<file path="config.mk">
export PLATFORM = sky130hd
export DESIGN_NAME = dac_wave_ctrl
export DESIGN_NICKNAME = d
export VERILOG_FILES = /design/src/rtl/dac_wave_pkg.sv /design/src/rtl/key_debounce.sv /design/src/rtl/dac_wave_ctrl.sv
export SDC_FILE = /design/constraint.sdc
export NUM_CORES = 1
export LEC_CHECK = 0
export CAP_MARGIN = 20
export CORE_MARGIN = 5
export CORE_UTILIZATION = 50
export DETAILED_ROUTE_END_ITERATION = 7
export PLACE_DENSITY = 0.78
export RECOVER_POWER = 50
export SYNTH_ARGS = -nofsm -noshare
export SYNTH_HDL_FRONTEND = slang
export SYNTH_SLANG_ARGS = --single-unit
</file>
<file path="constraint.sdc">
create_clock -name MAX10_CLK1_50 -period 2.4 [get_ports MAX10_CLK1_50]
set_input_delay 0.48 -clock MAX10_CLK1_50 [delete_from_list [all_inputs] [get_ports MAX10_CLK1_50]]
set_output_delay 0.48 -clock MAX10_CLK1_50 [all_outputs]
set_load 0.005 [all_outputs]
</file>
<file path="src/rtl/dac_wave_pkg.sv">
// rtl/dac_wave_pkg.sv - shared codes, FSM encodings and helpers for dac_wave_ctrl
// Purpose: mode codes, waveform FSM state encodings, DAC constants and the mode
//          rotation helpers used by the DAC waveform sequencer.
// Ports:   none (package).
package dac_wave_pkg;

    localparam logic [1:0] MODE_SAW = 2'd0;
    localparam logic [1:0] MODE_TRI = 2'd1;
    localparam logic [1:0] MODE_SQ  = 2'd2;

    localparam logic [3:0] DAC_MAX = 4'hF;
    localparam logic [3:0] SQ_HALF = 4'hF;

    typedef enum logic [2:0] {
        ST_SAW    = 3'd0,
        ST_TRI_UP = 3'd1,
        ST_TRI_DN = 3'd2,
        ST_SQ_LO  = 3'd3,
        ST_SQ_HI  = 3'd4
    } wave_state_e;

    // SAW -> TRI -> SQ -> SAW; any stray code falls back to SAW.
    function automatic logic [1:0] next_mode(input logic [1:0] mode);
        case (mode)
            MODE_SAW: next_mode = MODE_TRI;
            MODE_TRI: next_mode = MODE_SQ;
            default:  next_mode = MODE_SAW;
        endcase
    endfunction

    // First FSM state of a period for the given mode.
    function automatic wave_state_e mode_entry(input logic [1:0] mode);
        case (mode)
            MODE_TRI: mode_entry = ST_TRI_UP;
            MODE_SQ:  mode_entry = ST_SQ_LO;
            default:  mode_entry = ST_SAW;
        endcase
    endfunction

endpackage

</file>
<file path="src/rtl/key_debounce.sv">
// rtl/key_debounce.sv - stable-level debouncer with press pulse for an active-low key
// Purpose: accepts a new key level only after it has differed from the current
//          stable level for DEB_CYCLES consecutive clocks; a 1->0 acceptance
//          produces a single-cycle press pulse.
// Ports:   clk_i    system clock
//          rst_ni   async active-low reset (stable level resets to released = 1)
//          key_i    already-synchronized key level, low = pressed
//          level_o  debounced stable level
//          press_o  1-cycle pulse on an accepted press
module key_debounce #(
    parameter int DEB_CYCLES = 500000,
    parameter int DEB_W      = 19
) (
    input  logic clk_i,
    input  logic rst_ni,
    input  logic key_i,
    output logic level_o,
    output logic press_o
);

    logic [DEB_W-1:0] cnt_q, cnt_d;
    logic             level_q, level_d;
    logic             press_q, press_d;

    always_comb begin
        cnt_d   = cnt_q;
        level_d = level_q;
        press_d = 1'b0;
        if (key_i == level_q) begin
            // Any return to the stable level restarts the qualification window.
            cnt_d = '0;
        end else if (cnt_q == DEB_W'(DEB_CYCLES - 1)) begin
            level_d = key_i;
            cnt_d   = '0;
            press_d = ~key_i;
        end else begin
            cnt_d = cnt_q + 1'b1;
        end
    end

    always_ff @(posedge clk_i or negedge rst_ni) begin
        if (!rst_ni) begin
            cnt_q   <= '0;
            level_q <= 1'b1;
            press_q <= 1'b0;
        end else begin
            cnt_q   <= cnt_d;
            level_q <= level_d;
            press_q <= press_d;
        end
    end

    assign level_o = level_q;
    assign press_o = press_q;

endmodule

</file>
<file path="src/rtl/dac_wave_ctrl.sv">
// rtl/dac_wave_ctrl.sv - sawtooth/triangle/square sequencer for the 4-bit R-2R DAC
// Purpose: prescaler + rate counter generate the step tick; a waveform FSM
//          produces the DAC code; KEY[0] presses request a mode change that is
//          applied, together with the SW rate, only at a period boundary.
//          Optional macro DAC_WAVE_AMPL_EN: VGA_R = val >> SW[3:2] (shift
//          latched at the boundary).
// Ports:   MAX10_CLK1_50  system clock
//          KEY[1]         async active-low reset; KEY[0] mode button, low = pressed
//          SW[1:0]        rate select; SW[3:2] amplitude shift (macro only)
//          VGA_R          registered DAC code
//          LEDR[1:0]      current mode; LEDR[2] mode change pending
module dac_wave_ctrl #(
    parameter int BASE_DIV   = 1024,
    parameter int DIV_W      = 10,
    parameter int DEB_CYCLES = 500000,
    parameter int DEB_W      = 19
) (
    input  logic       MAX10_CLK1_50,
    input  logic [1:0] KEY,
    input  logic [3:0] SW,
    output logic [3:0] VGA_R,
    output logic [2:0] LEDR
);

    import dac_wave_pkg::*;

    logic clk;
    logic rst_n;
    assign clk   = MAX10_CLK1_50;
    assign rst_n = KEY[1];

    logic [1:0]       sync_q;
    logic             key_level;
    logic             press;
    logic [DIV_W-1:0] div_q, div_d;
    logic [1:0]       rcnt_q, rcnt_d;
    logic [1:0]       rate_q, rate_d;
    logic [1:0]       mode_q, mode_d;
    logic             pending_q, pending_d;
    wave_state_e      state_q, state_d;
    logic [3:0]       val_q, val_d;
    logic [3:0]       phase_q, phase_d;
    logic             step;
    logic             boundary;
    logic             div_max;

    always_ff @(posedge clk or negedge rst_n) begin
        if (!rst_n) sync_q <= 2'b11;
        else        sync_q <= {sync_q[0], KEY[0]};
    end

    key_debounce #(
        .DEB_CYCLES(DEB_CYCLES),
        .DEB_W     (DEB_W)
    ) u_key_debounce (
        .clk_i  (clk),
        .rst_ni (rst_n),
        .key_i  (sync_q[1]),
        .level_o(key_level),
        .press_o(press)
    );

    assign div_max = (div_q == DIV_W'(BASE_DIV - 1));
    assign step    = div_max && (rcnt_q == rate_q);

    always_comb begin
        div_d     = div_q;
        rcnt_d    = rcnt_q;
        rate_d    = rate_q;
        mode_d    = mode_q;
        pending_d = pending_q;
        state_d   = state_q;
        val_d     = val_q;
        phase_d   = phase_q;
        boundary  = 1'b0;

        if (div_max) begin
            div_d  = '0;
            rcnt_d = (rcnt_q == rate_q) ? 2'd0 : rcnt_q + 2'd1;
        end else begin
            div_d = div_q + 1'b1;
        end

        if (step) begin
            case (state_q)
                ST_SAW: begin
                    val_d    = val_q + 4'd1;
                    boundary = (val_q == DAC_MAX);
                end
                ST_TRI_UP: begin
                    val_d = val_q + 4'd1;
                    if (val_q == DAC_MAX - 4'd1) state_d = ST_TRI_DN;
                end
                ST_TRI_DN: begin
                    val_d = val_q - 4'd1;
                    if (val_q == 4'd1) begin
                        boundary = 1'b1;
                        state_d  = ST_TRI_UP;
                    end
                end
                ST_SQ_LO: begin
                    val_d   = 4'd0;
                    phase_d = phase_q + 4'd1;
                    if (phase_q == 4'hF) begin
                        state_d = ST_SQ_HI;
                        val_d   = SQ_HALF;
                        phase_d = 4'd0;
                    end
                end
                ST_SQ_HI: begin
                    val_d   = SQ_HALF;
                    phase_d = phase_q + 4'd1;
                    if (phase_q == 4'hF) begin
                        boundary = 1'b1;
                        state_d  = ST_SQ_LO;
                        val_d    = 4'd0;
                        phase_d  = 4'd0;
                    end
                end
                default: begin
                    state_d = ST_SAW;
                    val_d   = 4'd0;
                    phase_d = 4'd0;
                end
            endcase
        end

        // A press pulse landing on the boundary cycle counts as pending.
        if (boundary) begin
            rate_d = SW[1:0];
            if (pending_q || press) begin
                mode_d    = next_mode(mode_q);
                state_d   = mode_entry(mode_d);
                val_d     = 4'd0;
                phase_d   = 4'd0;
                pending_d = 1'b0;
            end
        end else if (press) begin
            pending_d = 1'b1;
        end
    end

    always_ff @(posedge clk or negedge rst_n) begin
        if (!rst_n) begin
            div_q     <= '0;
            rcnt_q    <= 2'd0;
            rate_q    <= 2'd0;
            mode_q    <= MODE_SAW;
            pending_q <= 1'b0;
            state_q   <= ST_SAW;
            val_q     <= 4'd0;
            phase_q   <= 4'd0;
        end else begin
            div_q     <= div_d;
            rcnt_q    <= rcnt_d;
            rate_q    <= rate_d;
            mode_q    <= mode_d;
            pending_q <= pending_d;
            state_q   <= state_d;
            val_q     <= val_d;
            phase_q   <= phase_d;
        end
    end

    logic unused_key_level;
    assign unused_key_level = key_level;

`ifdef DAC_WAVE_AMPL_EN
    logic [1:0] shift_q, shift_d;
    logic [3:0] vga_q;

    // The shift only changes at a boundary, where val_d is 0, so the output
    // never shows a mixed old/new scale.
    assign shift_d = boundary ? SW[3:2] : shift_q;

    always_ff @(posedge clk or negedge rst_n) begin
        if (!rst_n) begin
            shift_q <= 2'd0;
            vga_q   <= 4'd0;
        end else begin
            shift_q <= shift_d;
            vga_q   <= val_d >> shift_d;
        end
    end

    assign VGA_R = vga_q;
`else
    logic unused_sw;
    assign unused_sw = ^SW[3:2];
    assign VGA_R     = val_q;
`endif

    assign LEDR = {pending_q, mode_q};

endmodule
</file>
==> impl_metrics.yaml, run 1 <==
synthesis:
  ys.flop_type: "dfrtp_1"
  synth_warnings: 0
  synth_area_um2: 2850
  synth_enable_flop_cells: 0
  syn_nets: 304
  synth_top_area_cell: "dfrtp_1"
  ys_seq_area_share_pct: 45.0
  ys_ff_latch: 51
  synth.distinct_cells: 53
  yosysMostFrequentCell: "dfrtp_1"
  async_flop_share_pct: 100
  synth_top_area_share_pct: 42.2
  syn_inst: 290
  syn_area_per_cell_um2: 9.82
  synth_common_cells: "dfrtp_1, nor2_1, nand3_1"
  yosys-top-cells-area: "dfrtp_1, xor2_1, nor2_1"
clock_network:
  cts.sinks: 51
  clk_latency_ps: 300
  post_cts_resized: 0
  cts_tree: "built"
  htree_levels: 2
  clk_pin_slew_ps: 90
  post-cts-setup-buffers: 0
  cts_root_buf: "clkbuf_8"
  hold_buffers: 0
  cts_made_buffers: 5
  max-clock-path-buffers: 2
global_routing:
  grt_use_total_pct: 15.7
  globalRoute.busiestLayer: "met2"
  met2_usage_pct: 24.2
  grt_pass1_wl_um: 9320
  gr-total-overflow: 0
  grt_pass1_vias: 2068
  grtUsageMet1_pct: 20.7
  antenna_found_initial: 0
  grtUsageMet3_pct: 3.50
  grt_max_degree: 52
die:
  ios: 14
  die_y_um: 85.5
  die_w_um: 85.5
  die-area_um2: 7300
  core.rowCount: 27
  start_util_pct: 51.7
  coreArea_um2: 5510
worst_setup_path:
  critPathSlowestCell: "dfrtp_1"
  path_class: "flip-flop to flip-flop"
  crit_chain: "ha_1, and3_1, and3_4, o22ai_4, nor2_2, mux2_1"
  crit_arrival_ps: 2250
  cp_max_fo: 7
  crit_path_end_kind: "flip-flop"
  cp-start-kind: "flip-flop"
  required_ps: 2590
  cpPeakStageDelay_ps: 410
final_layout:
  synthToLayoutAreaGrowth_pct: 8.00
  final_area_um2: 3070
  n_antenna_cell: 0
  fin_nets: 315
  layout-drive-gt1-share_pct: 11.6
power:
  ir_drop_v: 0.000312
  powerDensity_nw_per_um2: 453
  power_frac_comb_pct: 3.0
  p_clk_share_pct: 34.2
  internal-power_mw: 1.09
  power_switching_uw: 306
  swShare_pct: 22.0
  leakagePower_nw: 1.28
  p_seq_share_pct: 62.8
drt:
  vias_per_cell: 5.65
  drt_iter0_markers: 114
  dr.pass1.iters: 4
  routed_wl_um: 5340
  drc: 0
  vias: 2113
  wl_per_cell_um: 14.3
  postRouteAntennaNets: 0
sta:
  rsz0062_at_grt: "no"
  setup_viol_count_final: 0
  min_period_over_period_pct: 85.7
  tightestPinTransition_ps: 1220
  slew_violations: 0
  whs_ps: 361
  hold_viol: 0
  fmax_mhz: 486
  fin_crit_ps: 2060
  skew_ps: 5.67
  setup_tns_ps: 0
  max_slew_margin_pct: 18.4
run:
  maxCapViolations: 0
min_path:
  hp-class: "flip-flop to flip-flop"
placement:
  placed_area_um2: 3010
  hpwl_um: 3790
  place_congestion: 0.895
  io_buffers: 11
status:
  status: "finished clean"
==> flip-flops by register name, indices dropped and copies added (netlist names) <==
signal                  flops
u_key_debounce.level_o      1
u_key_debounce.cnt_q       19
VGA_R                       4
sync_q                      2
mode_q                      2
phase_q                     4
rcnt_q                      2
rate_q                      2
u_key_debounce.press_o      1
pending_q                   1
state_q                     3
div_q                      10
==> cell type report <==
class	instances	area (um2)
clock buffers	7	76.3
well taps	72	90.1
repair buffers	18	155
inverters	7	26.3
fillers	480	2430
clock inverters	1	5.00
multi-input cells	218	1440
flip-flops and latches	51	1280
==> worst paths after layout <==
check | from | end | slack, ps | cells after the start
setup / recovery | phase_q[1]$_DFF_PN0_ | mode_q[0]$_DFFE_PN0P_ | 340 | 6
hold / removal | sync_q[0]$_DFF_PN1_ | sync_q[1]$_DFF_PN1_ | 360 | 0
setup reg to reg | phase_q[1]$_DFF_PN0_ | mode_q[0]$_DFFE_PN0P_ | 340 | 6
hold reg to reg | sync_q[0]$_DFF_PN1_ | sync_q[1]$_DFF_PN1_ | 360 | 0
max in group asynchronous | KEY[1] | u_key_debounce.cnt_q[15]$_DFF_PN0_ | 1150 | 2
min in group asynchronous | KEY[1] | div_q[2]$_DFF_PN0_ | 510 | 2
==> worst max-delay path: cells and delay by family, from the launching register on <==
family / cells / cell delay [ps]
AND/OR/NAND/NOR: 3 / 830
flip-flops: 1 / 410
multiplexers: 1 / 340
adder cells (fa/ha/maj): 1 / 240
AO/OA/AOI/OAI: 1 / 120
==> cell families (layout without fill, tap and decap cells) <==
group,count (synthesis),in the layout,share of synthesized area [%]
AO/OA/AOI/OAI,44,44,10.1
XOR/XNOR,29,29,8.92
adder cells (fa/ha/maj),7,7,3.08
buffers and inverters,21,33,4.40
flip-flops,51,51,45.0
multiplexers,9,9,3.56
AND/OR/NAND/NOR,129,129,25.0
==> layout by cell type, fill, tap and decap left out, types with 2 or more instances in the layout <==
cell type,n
o21ai_1,8
nand3_1,22
and3_1,5
mux2_2,2
o21ai_2,2
clkbuf_1,2
nor2_2,3
buf_4,6
nand2b_1,4
nor3_1,5
nand2_1,16
o21ai_0,8
dfrtp_1,48
dfstp_2,3
mux2_1,3
clkdlybuf4s50_1,9
clkbuf_8,5
o31ai_1,3
xor2_1,19
inv_1,7
xnor2_1,10
a21oi_1,11
ha_1,7
nor2b_1,5
nor2_1,38
nand4_1,11
mux2i_1,3
a31oi_1,2
o22ai_1,3
or3_1,2
nor4b_1,3
and4_1,3
==> per-layer routing <==
layer,up-vias,share of wire (%),wire (um)
met1,1011,44,2350
li1,1036,-,-
met3,15,4.6,244
met2,51,48,2580
met4,0,2.9,157
met5,-,0,0
==> power groups by stage <==
stage / clock network [mW] / logic (mW) / registers, mW
final: 0.477 / 0.0418 / 0.874
after global routing: 0.538 / 0.0494 / 0.875
after CTS: 0.494 / 0.0476 / 0.874
after detailed placement: 0 / 0.0472 / 0.891
after global placement: 0 / 0.0465 / 0.890
after floorplan: 0 / 0.0180 / 0.890
==> stage by stage <==
| stage | power, mW | worst slack [ps] | utilization, % | instances |
|---|---|---|---|---|
| 2_1_floorplan | 0.907 | 529 | - | 290 |
| 3_3_place_gp | 0.937 | 382 | 54.6 | 366 |
| 3_5_place_dp | 0.938 | 356 | 54.6 | 366 |
| 4_1_cts | 1.42 | 335 | 56.1 | 374 |
| 5_1_grt | 1.46 | 178 | 55.8 | 374 |
| 6_report | 1.39 | 344 | 55.8 | 374 |
Power figures use the tool's default switching activity.
==> run 2: changes to the inputs <==
==> constraint.sdc (replaced) <==
create_clock -name MAX10_CLK1_50 -period 2.4 [get_ports MAX10_CLK1_50]
set_input_delay 0.48 -clock MAX10_CLK1_50 [delete_from_list [all_inputs] [get_ports MAX10_CLK1_50]]
set_output_delay 0.48 -clock MAX10_CLK1_50 [all_outputs]
set_load 0.1 [all_outputs]
==> run 2 against run 1 <==
Compared with the run above:
- non-clock buffer count rose by 1
- first-iteration DRC count fell by 19%
- count of clock-buffer cells in the layout fell by 1
- die area did not move
- critical path type unchanged
==> impl_metrics.yaml, run 2 (synthesis gave the netlist of run 1 again) <==
drt:
  vias_per_cell: 5.57
  postRouteAntennaNets: 0
  vias: 2089
  wl_per_cell_um: 13.8
  routed_wl_um: 5160
  drc: 0
  dr.pass1.iters: 5
  drt_iter0_markers: 92
worst_setup_path:
  crit_chain: "ha_1, and4b_1, a22o_4, o22ai_4, nor2_2, mux2_1"
  crit_arrival_ps: 2330
  crit_path_end_kind: "flip-flop"
  rr_endpoint: "mode_q[0]$_DFFE_PN0P_"
  path_class: "flip-flop to flip-flop"
  r2r_cells: 6
  cpPeakStageDelay_ps: 490
  timing.rr.start: "VGA_R[0]$_DFF_PN0_"
  r2r_slack_ps: 250
  cp_max_fo: 11
  cp-start-kind: "flip-flop"
  critPathSlowestCell: "dfrtp_1"
  required_ps: 2580
sta:
  setup_viol_count_final: 0
  hold_viol: 0
  skew_ps: 7.44
  fin_crit_ps: 2150
  max_slew_margin_pct: 11.6
  setup_tns_ps: 0
  slew_violations: 0
  fmax_mhz: 466
  min_period_over_period_pct: 89.4
  rsz0062_at_grt: "no"
  tightestPinTransition_ps: 1330
clock_network:
  cts_root_buf: "clkbuf_8"
  hold_buffers: 0
  max-clock-path-buffers: 2
  cts.sinks: 51
  htree_levels: 2
  post_cts_resized: 0
  clk_pin_slew_ps: 90
  clk_latency_ps: 300
  cts_tree: "built"
  post-cts-setup-buffers: 0
  cts_made_buffers: 5
die:
  coreArea_um2: 5510
  core.rowCount: 27
  die_y_um: 85.5
  die_w_um: 85.5
  die-area_um2: 7300
  start_util_pct: 51.7
  ios: 14
run:
  maxCapViolations: 0
final_layout:
  layout-drive-gt1-share_pct: 14.2
  reg.largest.list: "u_key_debounce.cnt_q (19), div_q (10)"
  area.sequential_um2: 1280
  n_antenna_cell: 0
  fin_nets: 316
  final_common_cell: "dfrtp_1"
  finish.utilization_pct: 56.5
  synthToLayoutAreaGrowth_pct: 9.32
  n_fill_cell: 487
  instances_no_fill: 375
  layout_common_cells: "dfrtp_1, nor2_1, nand3_1"
  largest_reg_flops: 19
  largest_register: "u_key_debounce.cnt_q"
  multiInputGateArea_um2: 1440
global_routing:
  gr-total-overflow: 0
  grt_pass1_vias: 2046
  grt_pass1_wl_um: 9160
  grt_use_total_pct: 15.3
  grt_max_degree: 27
  antenna_found_initial: 0
power:
  p_seq_share_pct: 54.3
  leakagePower_nw: 1.32
  internal-power_mw: 1.30
  p_clk_share_pct: 43.0
  ir_drop_v: 0.000375
  swShare_pct: 19.3
  power_switching_uw: 310
  powerDensity_nw_per_um2: 517
  power_frac_comb_pct: 2.6
min_path:
  hp-class: "flip-flop to flip-flop"
  worstHoldStart: "sync_q[0]$_DFF_PN1_"
  hold-path-cell-count: 0
  holdPathEnd: "sync_q[1]$_DFF_PN1_"
placement:
  place_congestion: 0.895
  io_buffers: 11
  hpwl_um: 3740
  dp_cells: 367
status:
  status: "finished clean"
run 2: cell types whose count changed in the layout (fill, tap and decap cells not counted), sizes merged:
cell / before / now
clkdlybuf4s50: 9 / 2
clkbuf: 8 / 9
clkinv: 1 / 0
bufinv: 0 / 2
buf: 7 / 13
run 2: per-stage QoR:
step	instance area [um2]	hold WS [ps]	setup WS (ps)	total power, mW
detailed placement	2990	347	292	0.937
global placement	2990	346	304	0.935
floorplan	2850	184	1.16	0.907
finish	3110	359	254	1.61
global route	3110	366	173	1.68
CTS	3120	178	272	1.63
run 2: worst max-delay path by stage:
| stage | cells after the start | end | start | slack, ps |
|---|---|---|---|---|
| global placement | 6 | mode_q[0]$_DFFE_PN0P_ | VGA_R[0]$_DFF_PN0_ | 300 |
| CTS | 6 | mode_q[0]$_DFFE_PN0P_ | VGA_R[0]$_DFF_PN0_ | 270 |
| finish | 6 | mode_q[0]$_DFFE_PN0P_ | VGA_R[0]$_DFF_PN0_ | 250 |
| floorplan | 7 | state_q[1]$_DFF_PN0_ | VGA_R[0]$_DFF_PN0_ | 1 |
| detailed placement | 6 | mode_q[0]$_DFFE_PN0P_ | VGA_R[0]$_DFF_PN0_ | 290 |
| global route | 6 | mode_q[0]$_DFFE_PN0P_ | VGA_R[0]$_DFF_PN0_ | 170 |
run 2: critical path: cells and delay by family, from the launching register on:
family          cells  cell delay (ps)
simple gates        2              360
fa+ha+maj           1              270
compound gates      2              580
mux                 1              330
flops               1              490
run 2: area by class of cell:
class | count | area share [%]
Timing Repair Buffer | 19 | 4.50
Inverter | 7 | 0.844
Sequential cell | 51 | 41.2
Clock buffer | 6 | 2.33
Multi-Input combinational cell | 218 | 46.3
Clock inverter | 2 | 1.93
Tap cell | 72 | 2.90
run 2: per-layer routing:
layer	track usage, %	vias up	share of wire [%]
met2	24.7	45	47
met4	5.04	0	1.2
met1	20.5	992	47
met3	3.01	6	4.7
met5	0	-	0
li1	-	1046	-
run 2: power groups by stage:
stage	sequential (mW)	combinational (mW)	clock (mW)
after floorplan	0.890	0.0180	0
after global placement	0.890	0.0451	0
after detailed placement	0.891	0.0464	0
after CTS	0.874	0.0464	0.708
after global routing	0.875	0.0512	0.749
final	0.874	0.0423	0.692
